$ cat src/rtl/crono_pkg.sv
// Shared types and limits for the stopwatch controller; LAP exists only when CRONO_LAP_EN is defined.
package crono_pkg;

  localparam int unsigned SEC_MAX = 59;
  localparam int unsigned MIN_MAX = 59;
  localparam int unsigned HRS_MAX = 23;
  localparam int unsigned SEC_W   = 6;
  localparam int unsigned MIN_W   = 6;
  localparam int unsigned HRS_W   = 5;

`ifdef CRONO_LAP_EN
  typedef enum logic [1:0] {ST_IDLE, ST_RUN, ST_PAUSE, ST_LAP} state_t;
`else
  typedef enum logic [1:0] {ST_IDLE, ST_RUN, ST_PAUSE} state_t;
`endif

  // Time advances in RUN and, when present, LAP.
  function automatic logic is_live(input state_t s);
`ifdef CRONO_LAP_EN
    return (s == ST_RUN) || (s == ST_LAP);
`else
    return (s == ST_RUN);
`endif
  endfunction

endpackage

$ cat src/rtl/mod_counter.sv
// Modulo-(MAX+1) counter stage; wrap is en-qualified so stages chain directly.
module mod_counter #(
  parameter int unsigned MAX = 59,
  parameter int unsigned W   = 6
) (
  input  logic         clk,
  input  logic         reset,
  input  logic         clr,
  input  logic         en,
  output logic [W-1:0] value,
  output logic         wrap
);

  localparam logic [W-1:0] MAX_V = W'(MAX);

  logic [W-1:0] value_q, value_d;

  assign wrap    = en && (value_q == MAX_V);
  assign value_d = (value_q == MAX_V) ? '0 : value_q + 1'b1;
  assign value   = value_q;

  always_ff @(posedge clk) begin
    if (reset || clr) value_q <= '0;
    else if (en)      value_q <= value_d;
  end

endmodule

$ cat src/rtl/cronometru_ctrl.sv
// Stopwatch run/pause/lap sequencer with 1 s prescaler driving a sec/min/hrs counter chain.
// Build macro CRONO_LAP_EN enables the LAP state and the frozen-display snapshot.
module cronometru_ctrl
  import crono_pkg::*;
#(
  parameter int unsigned TICKS_PER_SEC = 100000000
) (
  input  logic             clk,
  input  logic             reset,
  input  logic             btn_start,
  input  logic             btn_lap,
  output logic [SEC_W-1:0] disp_sec,
  output logic [MIN_W-1:0] disp_min,
  output logic [HRS_W-1:0] disp_hrs,
  output logic             running,
  output logic             lap_active,
  output logic             rollover
);

  localparam int unsigned PW = (TICKS_PER_SEC > 2) ? $clog2(TICKS_PER_SEC) : 1;
  localparam logic [PW-1:0] PRESC_LAST = PW'(TICKS_PER_SEC - 1);

  state_t           state_q, state_d;
  logic [PW-1:0]    presc_q, presc_d;
  logic             rollover_q;
  logic             live_en, tick, clr;
  logic             sec_wrap, min_wrap, hrs_wrap;
  logic [SEC_W-1:0] live_sec;
  logic [MIN_W-1:0] live_min;
  logic [HRS_W-1:0] live_hrs;

  assign live_en = is_live(state_q);
  assign tick    = live_en && (presc_q == PRESC_LAST);

`ifdef CRONO_LAP_EN
  logic             snap_cap;
  logic [SEC_W-1:0] snap_sec_q;
  logic [MIN_W-1:0] snap_min_q;
  logic [HRS_W-1:0] snap_hrs_q;
`endif

  // btn_start is tested first everywhere so it wins over btn_lap.
  always_comb begin
    state_d = state_q;
    clr     = 1'b0;
`ifdef CRONO_LAP_EN
    snap_cap = 1'b0;
`endif
    case (state_q)
      ST_IDLE: if (btn_start) state_d = ST_RUN;
      ST_RUN: begin
        if (btn_start) state_d = ST_PAUSE;
`ifdef CRONO_LAP_EN
        else if (btn_lap) begin
          state_d  = ST_LAP;
          snap_cap = 1'b1;
        end
`endif
      end
      ST_PAUSE: begin
        if (btn_start) state_d = ST_RUN;
        else if (btn_lap) begin
          state_d = ST_IDLE;
          clr     = 1'b1;
        end
      end
`ifdef CRONO_LAP_EN
      ST_LAP: begin
        if (btn_start)    state_d = ST_PAUSE;
        else if (btn_lap) state_d = ST_RUN;
      end
`endif
      default: state_d = ST_IDLE;
    endcase
  end

  // PAUSE holds the partial second so a resume continues mid-second.
  always_comb begin
    presc_d = presc_q;
    if (live_en)                           presc_d = tick ? '0 : presc_q + 1'b1;
    else if (clr || state_q == ST_IDLE)    presc_d = '0;
  end

  always_ff @(posedge clk) begin
    if (reset) begin
      state_q    <= ST_IDLE;
      presc_q    <= '0;
      rollover_q <= 1'b0;
    end else begin
      state_q    <= state_d;
      presc_q    <= presc_d;
      rollover_q <= hrs_wrap;
    end
  end

  mod_counter #(.MAX(SEC_MAX), .W(SEC_W)) u_sec (
    .clk(clk), .reset(reset), .clr(clr), .en(tick), .value(live_sec), .wrap(sec_wrap));
  mod_counter #(.MAX(MIN_MAX), .W(MIN_W)) u_min (
    .clk(clk), .reset(reset), .clr(clr), .en(sec_wrap), .value(live_min), .wrap(min_wrap));
  mod_counter #(.MAX(HRS_MAX), .W(HRS_W)) u_hrs (
    .clk(clk), .reset(reset), .clr(clr), .en(min_wrap), .value(live_hrs), .wrap(hrs_wrap));

  assign running  = live_en;
  assign rollover = rollover_q;

`ifdef CRONO_LAP_EN
  always_ff @(posedge clk) begin
    if (reset) begin
      snap_sec_q <= '0;
      snap_min_q <= '0;
      snap_hrs_q <= '0;
    end else if (snap_cap) begin
      snap_sec_q <= live_sec;
      snap_min_q <= live_min;
      snap_hrs_q <= live_hrs;
    end
  end

  assign lap_active = (state_q == ST_LAP);
  assign disp_sec   = lap_active ? snap_sec_q : live_sec;
  assign disp_min   = lap_active ? snap_min_q : live_min;
  assign disp_hrs   = lap_active ? snap_hrs_q : live_hrs;
`else
  assign lap_active = 1'b0;
  assign disp_sec   = live_sec;
  assign disp_min   = live_min;
  assign disp_hrs   = live_hrs;
`endif

endmodule

$ cat config.mk
export PLATFORM = sky130hd
export DESIGN_NAME = cronometru_ctrl
export DESIGN_NICKNAME = d
export VERILOG_FILES = /design/src/rtl/crono_pkg.sv /design/src/rtl/mod_counter.sv /design/src/rtl/cronometru_ctrl.sv
export SDC_FILE = /design/constraint.sdc
export NUM_CORES = 1
export LEC_CHECK = 0
export BUFFER_PORTS_ARGS = -buffer_cell sky130_fd_sc_hd__buf_2
export CAP_MARGIN = 25
export CORE_ASPECT_RATIO = 0.75
export CORE_MARGIN = 8
export CORE_UTILIZATION = 45
export CTS_BUF_LIST = sky130_fd_sc_hd__clkbuf_2 sky130_fd_sc_hd__clkbuf_4 sky130_fd_sc_hd__clkbuf_8
export DETAILED_ROUTE_END_ITERATION = 7
export HOLD_SLACK_MARGIN = 0.08
export PLACE_DENSITY = 0.66
export SETUP_SLACK_MARGIN = 0.05
export SYNTH_ARGS = -nofsm -noshare
export SYNTH_HDL_FRONTEND = slang
export SYNTH_SLANG_ARGS = --single-unit
$ cat constraint.sdc
create_clock -name clk -period 1.9 [get_ports clk]
set_input_delay 0.19 -clock clk [delete_from_list [all_inputs] [get_ports clk]]
set_output_delay 0.19 -clock clk [all_outputs]
set_load 0.005 [all_outputs]
==> impl_metrics.ini, run 1 <==
[status]
status = finished, final reports clean

[timing]
relSlewSlack_pct = 45.0
setup_viol = 0
fin_skew_ns = 0.00655
rsz0062_at_grt = true
fin_setup_tns_ns = 0
fmax_mhz = 546
fin_crit_sh_pct = 96.3
tightest_slew_ns = 0.821
drv_slew = 0
hold_viol = 0
post-route-min-period_ns = 1.83

[clocking]
cts_root_buf = clkbuf_8
holdBufCountCts = 0
clkLatencyLatePin_ns = 0.31
cts-buffers-inserted = 5
cts_tree = done
clock_path_buffers = 2
cts-htree-levels = 2
path_clk_slew_ns = 0.09
clock_sinks = 47

[routing]
drt.antenna.violating_nets = 0
drt_iter0_drc = 185
dr.pass1.iters = 4
dr_wl_met2_mm = 3.25
drc = 0
avgRoutedWirePerCell_um = 16.2
top_layer = met4
wl_mm = 7.36
vias_per_cell = 5.82
drt-met1-wl_mm = 3.45
wl_met3_um = 551
dr_total_vias = 2638

[worst_setup_path]
cp_max_fo = 6
critPathArrivalTime_ns = 2.03
critPathRequiredTime_ns = 2.10
worst_setup_path_end_kind = register
worst-setup-path-type = reg2reg
reg2reg_depth = 6
critPathLaunchType = register

[global_routing]
grt_pass1_vias = 2350
antenna_found_initial = 0
grt_pass1_wl_mm = 11.4
overflow = 0
grt_usage_pct = 17.7
grt_max_degree = 16

[die]
core-area_um2 = 5300
ios = 24
die_h_um = 79.9
start_util_pct = 46.3
die_w_um = 101
row_count = 23
fp.dieArea_um2 = 8090

[yosys]
yosysWarnings = 0
async_reset_ff_share_pct = 0
synth.yosys.seq_area_share_pct = 38.4
syn-num-nets = 307
synth_area_um2 = 2450
synth-seq-cells = 47
synth_cell_type_count = 50
avgSynthCellArea_um2 = 8.20
synth_edf_count = 0
synth_flop_cell = dfxtp_1
synthCells = 299

[hold_path]
hold_class = in2reg
min_path_cells = 3

[pwr]
total_power_mw = 1.77
power_density_nw_per_um2 = 535
leakage_nw = 1.31
ir_worst_vdd_uv = 440

[final_layout]
drive_gt1_share_pct = 32.3
fin_cells = 453
final_net_count = 385
area_delta_synth_final_pct = 34.6
antennaDiodeCount = 0

[placed_design]
place_inst = 436
gp_congestion = 0.858
io_buffers = 22
place_hpwl_mm = 5.27

[flow_run]
maxCapViolCount = 0
==> final timing paths <==
kind / start / to / slack, ns
setup / recovery: presc_q[17] / u_sec.value[4] / 0.07
hold / removal: btn_start / state_q[1] / 0.19
setup reg to reg: presc_q[17] / u_sec.value[4] / 0.07
hold reg to reg: presc_q[23] / presc_q[23] / 0.45
==> layout make-up <==
cell class              count  area [um2]
clock buffers               6        82.6
clock inverters             2        16.3
fillers                   503        1990
inverters                   7        26.3
multi-input cells         236        1580
flip-flops and latches     47         952
well taps                  75        93.8
repair buffers             80         553
==> through the flow <==
stage          utilization (%)  area (um2)  hold WS, ns  setup WS [ns]
3_5_place_dp              56.6        3000        0.469        -0.0527
6_report                  62.3        3300        0.187         0.0701
5_1_grt                   62.3        3300        0.198        -0.0148
4_1_cts                   59.6        3160        0.168         0.0456
3_3_place_gp              56.6        3000        0.455         0.0260
2_1_floorplan                -        2460        0.327         0.0616
==> worst max-delay path, stage by stage (launching register included) <==
cell	delay [ns]
dfxtp_1	0.33
buf_4	0.17
nor4b_4	0.29
nand4_1	0.23
or3_4	0.40
o211ai_1	0.20
o41ai_2	0.10
==> power by group <==
part           internal, mW  switching, mW  total, mW
logic                0.0441         0.0690      0.113
registers             0.989        0.00376      0.993
clock network         0.298          0.364      0.661
total                  1.33          0.436       1.77
==> layout by cell type (no fill, tap or decap), types with 3 or more instances in the layout <==
cell type,n
buf_4,56
and3_1,3
dfxtp_2,9
xor2_1,5
clkbuf_8,6
or4_1,4
nor4_1,3
mux2i_1,4
dfxtp_1,38
a31oi_1,10
and4_4,4
nand2b_1,5
nor2_1,23
inv_1,7
xnor2_1,5
o21ai_0,12
a21oi_1,21
or3_1,4
buf_2,22
nor4_2,3
nor3_1,6
nand2_1,30
and4_1,3
ha_1,3
and2_1,3
nand4_1,13
o31ai_1,3
nand3_1,25
==> synth_stat cells (3+ instances only) <==
cell type	count	area share [%]
nand3_1	26	5.3
xor2_1	5	1.8
o31ai_1	3	0.92
nand2b_1	5	1.3
o21ai_0	13	2.7
and2_1	3	0.77
or3_1	5	1.3
inv_1	7	1.1
xnor2_1	5	1.8
a31oi_1	10	2.6
nor3_1	7	1.4
nor3b_1	3	0.92
mux2i_1	4	1.6
or4_1	4	1.2
nor2_1	23	3.5
and3_1	4	1.0
ha_1	4	2.0
buf_2	4	0.82
clkbuf_1	5	0.77
nand4_1	13	3.3
nand2_1	30	4.6
a21oi_1	22	4.5
nor4_1	6	1.5
and4_1	5	1.8
dfxtp_1	47	38
==> flip-flops by register name (all words and copies together), names as in the netlist <==
| signal | cells |
|---|---|
| rollover | 1 |
| u_min.value | 6 |
| presc_q | 27 |
| u_sec.value | 6 |
| state_q | 2 |
| u_hrs.value | 5 |
==> repair_timing <==
item                                    CTS  global route
endpoints found under the setup margin   14            15
hold endpoints to repair                  0             0
buffers inserted                          2             6
resized for setup                         8            23
gates cloned                              1             0
pin swaps                                 5            12
==> kinds of logic after synthesis <==
kind of cell               count (synthesis)  synth area share, %
buffers and inverters                     17                 2.96
muxes                                      5                 2.09
AOI/OAI and AO/OA                         65                 16.2
other                                      1                0.153
xor gates and xnor gates                  10                 3.57
DFF                                       47                 38.4
and+or+nand+nor                          150                 34.6
adders and majority gates                  4                 2.04
==> routing by layer <==
metal	vias to the layer above	track usage (%)
li1	1284	-
met1	1246	24.0
met2	96	26.6
met3	12	3.92
met4	0	6.81
met5	-	0
(Power assumes the default switching activity.)
==> run 2, diff against run 1 <==
Settings changed: CORE_MARGIN 8 to default.
==> run 2 against run 1 <==
Global-route usage up 8.0 points. Worst setup slack better by 0.0027 ns. Cell count decreased by 0.66%. Die area down 29%. Non-clock buffer count stayed put. Final area shrank 1.7%. Count of clock-buffer cells in the layout up 1. Critical path depth did not move. Combinational power is 5% higher. Utilization rose by 1.7 points. Power shrank 1.7%. Sequential cell count did not move. Critical endpoint is now u_hrs.value[4]. Largest power group unchanged. Highest routed layer unchanged.
==> impl_metrics.ini, run 2 (synthesis results as in run 1) <==
[routing]
drc = 0
dr.pass1.iters = 5
wl_mm = 7.21
drt.antenna.violating_nets = 0
avgRoutedWirePerCell_um = 16.0
top_layer = met4
drt_iter0_drc = 223
vias_per_cell = 5.93
wl_met3_um = 687
dr_wl_met2_mm = 2.99
dr_total_vias = 2667
drt-met1-wl_mm = 3.50

[worst_setup_path]
r2r_start = presc_q[0]
reg2reg_slack_ns = 0.07
critPathRequiredTime_ns = 2.14
r2r_end = u_hrs.value[4]
critPathLaunchType = register
worst_setup_path_end_kind = register
cp_max_fo = 6
worst-setup-path-type = reg2reg
reg2reg_depth = 6
critPathArrivalTime_ns = 2.06

[die]
core-area_um2 = 5060
die_h_um = 65.9
ios = 24
die_w_um = 87.2
start_util_pct = 48.4
fp.dieArea_um2 = 5750
row_count = 22

[clocking]
clock_sinks = 47
clkLatencyLatePin_ns = 0.29
cts-buffers-inserted = 5
path_clk_slew_ns = 0.09
clock_path_buffers = 2
cts_tree = done
cts_root_buf = clkbuf_8
cts-htree-levels = 2
holdBufCountCts = 0

[timing]
rsz0062_at_grt = true
post-route-min-period_ns = 1.83
fin_crit_sh_pct = 96.2
setup_slack_ns = 0.0728
fin_skew_ns = 0.00628
fmax_mhz = 547
setup_viol = 0
hold_viol = 0
drv_slew = 0
fin_setup_tns_ns = 0

[final_layout]
final_net_count = 385
antennaDiodeCount = 0
largest_register = presc_q
final_common_cell = buf_4
drive_gt1_share_pct = 31.2
fill_cells = 450
fin_cells = 450
final_cell_mix = 55 x buf_4, 41 x dfxtp_1, 30 x nand2_1
ff_latch_area_um2 = 948
area_delta_synth_final_pct = 32.3
finalCoreUtilization_pct = 64.1
multi_input_comb_area_um2 = 1540
largest_register_ffs = 27

[pwr]
total_power_mw = 1.74
leakage_nw = 1.30
ir_worst_vdd_uv = 411
power_density_nw_per_um2 = 535

[global_routing]
antenna_found_initial = 0
overflow = 0
grt_pass1_vias = 2366
grt_usage_pct = 25.7
grt_pass1_wl_mm = 11.4
grt_max_degree = 16

[hold_path]
min_path_cells = 3
hold_class = in2reg
holdPathEnd = state_q[1]
hp-start = btn_start

[placed_design]
gp_congestion = 0.850
place_hpwl_mm = 5.03
dp_slack_ns = -0.0314
place_inst = 434
io_buffers = 22

[flow_run]
maxCapViolCount = 0

[status]
status = finished, final reports clean
run 2: layout make-up:
type	count	share of cell area, %
tap	72	2.78
sequential	47	29.2
inverter	7	0.810
multi-input combinational	236	47.5
clock inverter	1	0.154
timing repair buffer	80	17.0
clock buffer	7	2.58
run 2: per-layer routing:
layer,track usage [%],up-vias
li1,-,1280
met1,37.7,1246
met2,38.1,135
met4,2.66,0
met5,0,-
met3,7.62,6
run 2: per-stage QoR:
stage	hold WS, ns	instance area (um2)
finish	0.172	3250
global route	0.231	3250
CTS	0.170	3150
detailed placement	0.468	3000
global placement	0.443	3000
floorplan	0.327	2460
run 2: worst max-delay path by stage:
| stage | from | cells past startpoint | slack, ns | endpoint |
|---|---|---|---|---|
| finish | presc_q[0] | 6 | 0.07 | u_hrs.value[4] |
| CTS | presc_q[1] | 6 | 0.04 | u_hrs.value[4] |
| global placement | presc_q[1] | 6 | 0.03 | u_hrs.value[3] |
| floorplan | presc_q[1] | 6 | 0.06 | u_hrs.value[3] |
| detailed placement | presc_q[1] | 6 | -0.03 | u_hrs.value[4] |
| global route | u_min.value[0] | 6 | 0.02 | u_hrs.value[3] |
run 2: critical path: stages (launching register included):
cell	delay, ns
dfxtp_2	0.34
ha_2	0.17
and3_4	0.20
and4_4	0.24
nand4_4	0.15
or4b_4	0.52
a21oi_2	0.15
run 2: repair_timing:
item	in CTS	in global routing
pin swaps	2	12
resized for setup	3	23
endpoints found under the setup margin	5	20
gates cloned	1	1
setup buffers	5	1
run 2: power breakdown:
group          switching, mW  leakage (nW)  internal (mW)  total [mW]
sequential           0.00381         0.382          0.989       0.993
clock                  0.336        0.0491          0.288       0.624
combinational         0.0715         0.873         0.0479       0.119
total                  0.412          1.30           1.33        1.74
